--- src/rtl/denise_bitplane_deshifter_pkg.sv ---
// Shared definitions for the Denise bitplane deshifter.
// Covers fetch-mode encodings, word length and skip mask per mode, and the capture FSM states.
package denise_bitplane_deshifter_pkg;

    localparam int unsigned DATA_W = 64;
    localparam int unsigned CNT_W  = 6;

    typedef enum logic [1:0] {
        FMODE_X1  = 2'b00,
        FMODE_X2A = 2'b01,
        FMODE_X2B = 2'b10,
        FMODE_X4  = 2'b11
    } fmode_e;

    typedef enum logic [1:0] {
        ST_IDLE    = 2'd0,
        ST_SKIP    = 2'd1,
        ST_CAPTURE = 2'd2
    } state_e;

    localparam logic [6:0] WORD_LEN_X1 = 7'd16;
    localparam logic [6:0] WORD_LEN_X2 = 7'd32;
    localparam logic [6:0] WORD_LEN_X4 = 7'd64;

    localparam logic [5:0] SKIP_MASK_X1 = 6'h0F;
    localparam logic [5:0] SKIP_MASK_X2 = 6'h1F;
    localparam logic [5:0] SKIP_MASK_X4 = 6'h3F;

    function automatic logic [6:0] word_len(input fmode_e f);
        case (f)
            FMODE_X1:             return WORD_LEN_X1;
            FMODE_X2A, FMODE_X2B: return WORD_LEN_X2;
            default:              return WORD_LEN_X4;
        endcase
    endfunction

    function automatic logic [5:0] skip_mask(input fmode_e f);
        case (f)
            FMODE_X1:             return SKIP_MASK_X1;
            FMODE_X2A, FMODE_X2B: return SKIP_MASK_X2;
            default:              return SKIP_MASK_X4;
        endcase
    endfunction

endpackage

--- src/rtl/denise_bitplane_deshifter_fifo.sv ---
// Two-entry output buffer for assembled bitplane words.
// A push while full is accepted only if the head is popped in the same cycle.
module denise_bitplane_deshifter_fifo
    import denise_bitplane_deshifter_pkg::*;
(
    input  logic              clk,
    input  logic              reset_n,
    input  logic              push,
    input  logic [DATA_W-1:0] push_data,
    output logic              full,
    output logic              out_valid,
    output logic [DATA_W-1:0] out_data,
    input  logic              out_ready
);

    logic [DATA_W-1:0] mem_q [2];
    logic [DATA_W-1:0] mem_d [2];
    logic              wr_ptr_q, wr_ptr_d;
    logic              rd_ptr_q, rd_ptr_d;
    logic [1:0]        count_q, count_d;
    logic              pop;
    logic              accept;

    assign full      = (count_q == 2'd2);
    assign out_valid = (count_q != 2'd0);
    assign out_data  = mem_q[rd_ptr_q];
    assign pop       = out_valid & out_ready;
    assign accept    = push & (~full | pop);

    always_comb begin
        // NOTE: every output gets a default first so no latch can be inferred.
        mem_d    = mem_q;
        wr_ptr_d = wr_ptr_q;
        rd_ptr_d = rd_ptr_q;
        if (accept) begin
            mem_d[wr_ptr_q] = push_data;
            wr_ptr_d        = ~wr_ptr_q;
        end
        if (pop) begin
            rd_ptr_d = ~rd_ptr_q;
        end
        count_d = count_q + {1'b0, accept} - {1'b0, pop};
    end

    // NOTE: storage is reset too, so out_data reads zero straight out of reset.
    always_ff @(posedge clk or negedge reset_n) begin
        if (!reset_n) begin
            // NOTE: sequential state uses non-blocking assignments only.
            mem_q    <= '{default: '0};
            wr_ptr_q <= 1'b0;
            rd_ptr_q <= 1'b0;
            count_q  <= 2'd0;
        end else begin
            mem_q    <= mem_d;
            wr_ptr_q <= wr_ptr_d;
            rd_ptr_q <= rd_ptr_d;
            count_q  <= count_d;
        end
    end

endmodule

--- src/rtl/denise_bitplane_deshifter.sv ---
// Collects a serial bitplane stream into left-aligned 16/32/64-bit words.
// Leading scroll pixels are skipped, and each finished word goes out through a two-entry buffer.
module denise_bitplane_deshifter
    import denise_bitplane_deshifter_pkg::*;
(
    input  logic              clk,
    input  logic              reset_n,
    input  logic              clk7_en,
    input  logic              c1,
    input  logic              c3,
    input  logic              hires,
    input  logic              shres,
    input  logic [1:0]        fmode,
    input  logic [7:0]        scroll,
    input  logic              start,
    input  logic              stop,
    input  logic              in,
    output logic [DATA_W-1:0] out_data,
    output logic              out_valid,
    input  logic              out_ready,
    output logic              overflow,
    input  logic              ovf_clr
);

    state_e            state_q, state_d;
    logic              hires_q, hires_d;
    logic              shres_q, shres_d;
    fmode_e            fmode_q, fmode_d;
    logic [5:0]        skip_q, skip_d;
    logic [5:0]        skip_raw, skip_sel;
    logic [CNT_W-1:0]  cnt_q, cnt_d, cnt_n;
    logic [DATA_W-1:0] asm_q, asm_d, asm_n;
    logic              ovf_q, ovf_d;
    logic              strobe;
    logic              push;
    logic [DATA_W-1:0] push_data;
    logic              fifo_full;
    logic              drop;
    logic              unused_clk7_en;

    // The pixel phase comes entirely from c1/c3, so the 7 MHz enable is not needed here.
    assign unused_clk7_en = clk7_en;

    always_comb begin
        if (shres_q)      strobe = 1'b1;
        else if (hires_q) strobe = ~c1 ^ c3;
        else              strobe = ~c1 & ~c3;
    end

    always_comb begin
        if (shres)      skip_raw = scroll[5:0];
        else if (hires) skip_raw = scroll[6:1];
        else            skip_raw = scroll[7:2];
        skip_sel = skip_raw & skip_mask(fmode_e'(fmode));
    end

    always_comb begin
        state_d   = state_q;
        hires_d   = hires_q;
        shres_d   = shres_q;
        fmode_d   = fmode_q;
        skip_d    = skip_q;
        cnt_d     = cnt_q;
        asm_d     = asm_q;
        cnt_n     = cnt_q;
        asm_n     = asm_q;
        push      = 1'b0;
        push_data = asm_q;

        case (state_q)
            ST_SKIP: begin
                if (strobe) begin
                    skip_d = skip_q - 6'd1;
                    if (skip_q == 6'd1) state_d = ST_CAPTURE;
                end
                if (stop) state_d = ST_IDLE;
            end
            ST_CAPTURE: begin
                if (strobe) begin
                    asm_n[6'd63 - cnt_q] = in;
                    if (({1'b0, cnt_q} + 7'd1) == word_len(fmode_q)) begin
                        push      = 1'b1;
                        push_data = asm_n;
                        asm_n     = '0;
                        cnt_n     = '0;
                    end else begin
                        cnt_n = cnt_q + 6'd1;
                    end
                end
                asm_d = asm_n;
                cnt_d = cnt_n;
                // A bit strobed in the stop cycle is already in asm_n, so the flush includes it.
                if (stop) begin
                    if (cnt_n != '0) begin
                        push      = 1'b1;
                        push_data = asm_n;
                    end
                    state_d = ST_IDLE;
                    asm_d   = '0;
                    cnt_d   = '0;
                end
            end
            default: ;
        endcase

        if (start) begin
            push    = 1'b0;
            hires_d = hires;
            shres_d = shres;
            fmode_d = fmode_e'(fmode);
            skip_d  = skip_sel;
            cnt_d   = '0;
            asm_d   = '0;
            state_d = (skip_sel != 6'd0) ? ST_SKIP : ST_CAPTURE;
        end
    end

    // Only a push the buffer cannot take counts as a drop.
    assign drop = push & fifo_full & ~out_ready;

    always_comb begin
        ovf_d = ovf_q;
        if (ovf_clr) ovf_d = 1'b0;
        if (drop)    ovf_d = 1'b1;
    end

    always_ff @(posedge clk or negedge reset_n) begin
        if (!reset_n) begin
            state_q <= ST_IDLE;
            hires_q <= 1'b0;
            shres_q <= 1'b0;
            fmode_q <= FMODE_X1;
            skip_q  <= '0;
            cnt_q   <= '0;
            asm_q   <= '0;
            ovf_q   <= 1'b0;
        end else begin
            state_q <= state_d;
            hires_q <= hires_d;
            shres_q <= shres_d;
            fmode_q <= fmode_d;
            skip_q  <= skip_d;
            cnt_q   <= cnt_d;
            asm_q   <= asm_d;
            ovf_q   <= ovf_d;
        end
    end

    assign overflow = ovf_q;

    denise_bitplane_deshifter_fifo u_fifo (
        .clk       (clk),
        .reset_n   (reset_n),
        .push      (push),
        .push_data (push_data),
        .full      (fifo_full),
        .out_valid (out_valid),
        .out_data  (out_data),
        .out_ready (out_ready)
    );

endmodule

--- config.mk ---
export PLATFORM = sky130hd
export DESIGN_NAME = denise_bitplane_deshifter
export DESIGN_NICKNAME = d
export VERILOG_FILES = /design/src/rtl/denise_bitplane_deshifter_pkg.sv /design/src/rtl/denise_bitplane_deshifter_fifo.sv /design/src/rtl/denise_bitplane_deshifter.sv
export SDC_FILE = /design/constraint.sdc
export NUM_CORES = 1
export LEC_CHECK = 0
export BUFFER_PORTS_ARGS = -buffer_cell sky130_fd_sc_hd__buf_2
export CELL_PAD_IN_SITES_DETAIL_PLACEMENT = 1
export CELL_PAD_IN_SITES_GLOBAL_PLACEMENT = 1
export CORE_MARGIN = 2
export CORE_UTILIZATION = 48
export DETAILED_ROUTE_END_ITERATION = 10
export PLACE_DENSITY = 0.81
export SLEW_MARGIN = 20
export SYNTH_ARGS = -nofsm -noshare
export SYNTH_HDL_FRONTEND = slang
export SYNTH_SLANG_ARGS = --single-unit
--- constraint.sdc ---
create_clock -name clk -period 4 [get_ports clk]
set_input_delay 0.2 -clock clk [delete_from_list [all_inputs] [get_ports clk]]
set_output_delay 0.2 -clock clk [all_outputs]
set_load 0.01 [all_outputs]
==> summary.log <==
qor: status.outcome completed
qor: clock_tree.setup_bufs_post_cts 0
qor: run.maxCapViolCount 0
qor: timing.post-route-period-util 88.8%
qor: die.fp.dieW 161 um
qor: die.initial_utilization 48.9%
qor: timing.setup_skew 13.9 ps
qor: routing.drt-vias-per-instance 6.06
qor: timing.setup_viol 0
qor: timing.drv_slew 0
qor: routing.drt-wirelength-per-cell 21.8 um
qor: logic_synthesis.synth.top_cell.area_share 45.4%
qor: placement.dp_hpwl 22500 um
qor: placement.gp_congestion 0.849
qor: clock_tree.post_cts_resize_count 0
qor: routing.num_vias 9806
qor: timing.finalSetupTns 0 ps
qor: setup_path.path_delay_family compound AO/OA/AOI/OAI gates
qor: final_layout.filler_cell_count 2744
qor: placement.placement_cell_area 12600 sq um
qor: logic_synthesis.synth.yosys.seq_area_share 45.4%
qor: global_routing.first_global_vias 10697
qor: die.pin_count 88
qor: logic_synthesis.synth_ff_type sky130_fd_sc_hd__dfrtp_1
qor: logic_synthesis.largest_family_of_logic_cells_by_synthesized_area multiplexers
qor: timing.hold_slack 22.1 ps
qor: timing.period_needed 3550 ps
qor: power_and_ir_drop.ir_worst_vdd 0.000492 V
qor: die.design.core.area 24200 sq um
qor: setup_path.cp.required 4400 ps
qor: final_layout.antennaDiodeCount 0
qor: setup_path.r2r-start cnt_q[1]
qor: setup_path.critical_path_depth 10
qor: timing.worst_slew_pin_slew 972 ps
qor: power_and_ir_drop.leakagePower 6.07 nW
qor: logic_synthesis.most_numerous_cell_in_the_yosys_netlist sky130_fd_sc_hd__dfrtp_1
qor: logic_synthesis.synth_area_leader_cell sky130_fd_sc_hd__dfrtp_1
qor: global_routing.groute.layer.met3.usage 3.57%
qor: final_layout.multi_input_comb_area 5980 sq um
qor: routing.firstDrtPassIters 5
qor: global_routing.grt_start_max_net_pins 93
qor: logic_synthesis.yosys_warnings 0
qor: global_routing.met2_routing_resource_usage_after_global_routing 47.9%
qor: logic_synthesis.muxShareOfSynthArea 19.5%
qor: logic_synthesis.synth_nets 1250
qor: logic_synthesis.yosys_register_bits 215
qor: logic_synthesis.synth_compound_area_share 16.1%
qor: final_layout.post_route_cells_drive_above_1_share 25.5%
qor: logic_synthesis.synth_enable_flop_cells 0
qor: timing.rsz_0062_raised_after_global_routing no
qor: final_layout.register_area 5380 sq um
qor: setup_path.cp_max_stage_delay 550 ps
qor: logic_synthesis.yosysUniqueCellTypes 57
qor: final_layout.final_util 55.4%
qor: logic_synthesis.synth_area_per_cell 9.71 sq um
qor: routing.detail_route.iter0.violations 706
qor: routing.route.final.wire_length 35200 um
qor: timing.fmaxAchievable 281 MHz
qor: global_routing.track_usage 27.5%
qor: setup_path.critical_path_class reg2reg
qor: clock_tree.cts.clk_slew.worst_paths 60 ps
qor: die.die-height 161 um
qor: logic_synthesis.post_synth_and_or_nand_nor_area_fraction 12.8%
qor: global_routing.number_of_antenna_violations_at_the_first_check_in_global_routing 0
qor: final_layout.nNetsFinal 1306
qor: clock_tree.cts_tree yes
qor: setup_path.cp.arrival 3950 ps
qor: global_routing.grt_first_pass_wirelength 57200 um
qor: global_routing.global_route.usage.met1 35.4%
qor: setup_path.startpoint_type flop
qor: final_layout.final_area 13400 sq um
qor: die.die_area 26000 sq um
qor: setup_path.reg2reg_setup_slack 450 ps
qor: global_routing.globalRoute.totalOverflow 0
qor: setup_path.r2r-end u_fifo.mem_q[97]
qor: setup_path.startpoint_of_the_worst_setup_timing_path cnt_q[1]
qor: setup_path.crit_path_end u_fifo.mem_q[97]
qor: logic_synthesis.synth_common_cells sky130_fd_sc_hd__dfrtp_1, sky130_fd_sc_hd__o21ai_0, sky130_fd_sc_hd__mux2_2
qor: timing.relSlewSlack 35.1%
qor: clock_tree.htree_depth 1
qor: logic_synthesis.post_synth_instance_area 11900 sq um
qor: logic_synthesis.synthAdderAreaFrac 0.845%
qor: clock_tree.maximum_buffer_depth_of_the_clock_tree 3
qor: global_routing.peak_usage_layer_in_the_global_routing_report met2
qor: final_layout.area.growth.synth_to_final 13.3%
qor: setup_path.worst-path-buf-inv 1
qor: clock_tree.cts_made_buffers 24
qor: placement.count_of_port_buffers_added_during_placement 86
qor: setup_path.critical_path.max_fanout 37
qor: logic_synthesis.synth-async-reset-ratio 100%
qor: routing.drcViolationCount 0
qor: die.placementRows 57
qor: power_and_ir_drop.power.density 422 nW/um^2
qor: logic_synthesis.yosys.area_share.xor_xnor 0.961%
qor: clock_tree.cts.root.buffer_cell sky130_fd_sc_hd__clkbuf_16
qor: setup_path.critPathCaptureType flop
qor: logic_synthesis.post_synth_main_area_contributors sky130_fd_sc_hd__dfrtp_1, sky130_fd_sc_hd__mux2_2, sky130_fd_sc_hd__o21ai_0
qor: setup_path.crit_chain ha_1 > nand2_1 > a21oi_1 > a21bo_1 > or3_4 > a2111oi_4 > or3b_1 > buf_12 > o21ai_0 > mux2_2
qor: setup_path.rr_worst_depth 10
qor: setup_path.critical_path.slowest_cell sky130_fd_sc_hd__dfrtp_1
qor: routing.antenna_violating_nets_post_route 0
qor: logic_synthesis.postSynthCellCount 1220
qor: clock_tree.clkLatencyLatePin 520 ps
qor: min_path.min_path_type in2reg
qor: timing.finalHoldViolations 0
qor: clock_tree.clock_sink_count 215
==> worst min-delay path by stage <==
stage | start | endpoint | cells past startpoint
floorplan | reset_n | asm_q[0] | 0
global placement | reset_n | u_fifo.mem_q[20] | 1
detailed placement | reset_n | u_fifo.mem_q[86] | 1
CTS | scroll[0] | skip_q[0] | 3
global route | scroll[0] | skip_q[0] | 3
finish | scroll[0] | skip_q[0] | 3
==> cell usage in the layout (no fill, tap or decap), types with 11 or more instances in the layout <==
master,netlist,layout
sky130_fd_sc_hd__nand2_1,142,142
sky130_fd_sc_hd__buf_4,3,31
sky130_fd_sc_hd__dfrtp_1,215,214
sky130_fd_sc_hd__mux2_1,43,43
sky130_fd_sc_hd__o21ai_0,170,170
sky130_fd_sc_hd__o21ai_1,20,20
sky130_fd_sc_hd__a22oi_1,12,12
sky130_fd_sc_hd__o31ai_1,57,57
sky130_fd_sc_hd__inv_1,13,13
sky130_fd_sc_hd__nand3_1,11,11
sky130_fd_sc_hd__buf_2,14,85
sky130_fd_sc_hd__mux2i_1,13,13
sky130_fd_sc_hd__nor2_1,142,141
sky130_fd_sc_hd__clkbuf_16,0,25
sky130_fd_sc_hd__a21oi_1,17,17
sky130_fd_sc_hd__mux2_2,151,151
==> through the flow <==
step | std cells | total power [mW] | worst slack (ps)
finish | 1618 | 5.66 | 447
global route | 1618 | 5.90 | 207
global placement | 1570 | 3.42 | 492
floorplan | 1220 | 3.10 | 1140
CTS | 1618 | 5.72 | 457
detailed placement | 1570 | 3.47 | 361
==> logic make-up (layout without fill, tap and decap cells) <==
logic type,Yosys count,in the layout
xor+xnor,13,13
simple gates,354,354
fa+ha+maj,8,8
buf+inv,109,183
flops,215,215
mux,207,207
compound gates,314,314
==> worst min-delay path: stages <==
cell and delay, ps:
sky130_fd_sc_hd__buf_2 70, sky130_fd_sc_hd__a21oi_1 70, sky130_fd_sc_hd__a21oi_1 150
==> what timing repair did <==
action                                  CTS  global route
hold endpoints to repair                 76             0
endpoints found under the setup margin    0             0
hold buffers                              4             0
==> per-layer routing <==
| metal | vias to the layer above | part of all wire, % |
|---|---|---|
| met5 | - | 0 |
| met1 | 4994 | 42 |
| met3 | 81 | 4.7 |
| li1 | 4438 | - |
| met4 | 0 | 3.5 |
| met2 | 293 | 49 |
==> where the power goes <==
group | internal (mW) | switching (mW)
registers | 2.32 | 0.166
clock network | 1.32 | 0.906
logic | 0.429 | 0.521
total | 4.07 | 1.59
==> sequential cells by signal, summed over array words and instances (netlist names) <==
signal	count
fmode_q	2
hires_q	1
state_q	2
overflow	1
cnt_q	6
asm_q	64
u_fifo.count_q	2
u_fifo.wr_ptr_q	1
u_fifo.mem_q	128
u_fifo.rd_ptr_q	1
shres_q	1
skip_q	6
==> final cells by class <==
| class | count | share of cell area (%) |
|---|---|---|
| clock buffer | 37 | 5.44 |
| clock inverter | 7 | 0.513 |
| tap | 324 | 3.02 |
| sequential | 215 | 40.1 |
| multi-input combinational | 896 | 44.5 |
| timing repair buffer | 126 | 6.05 |
| inverter | 13 | 0.363 |
No activity file was read; power rests on OpenSTA's default activity.
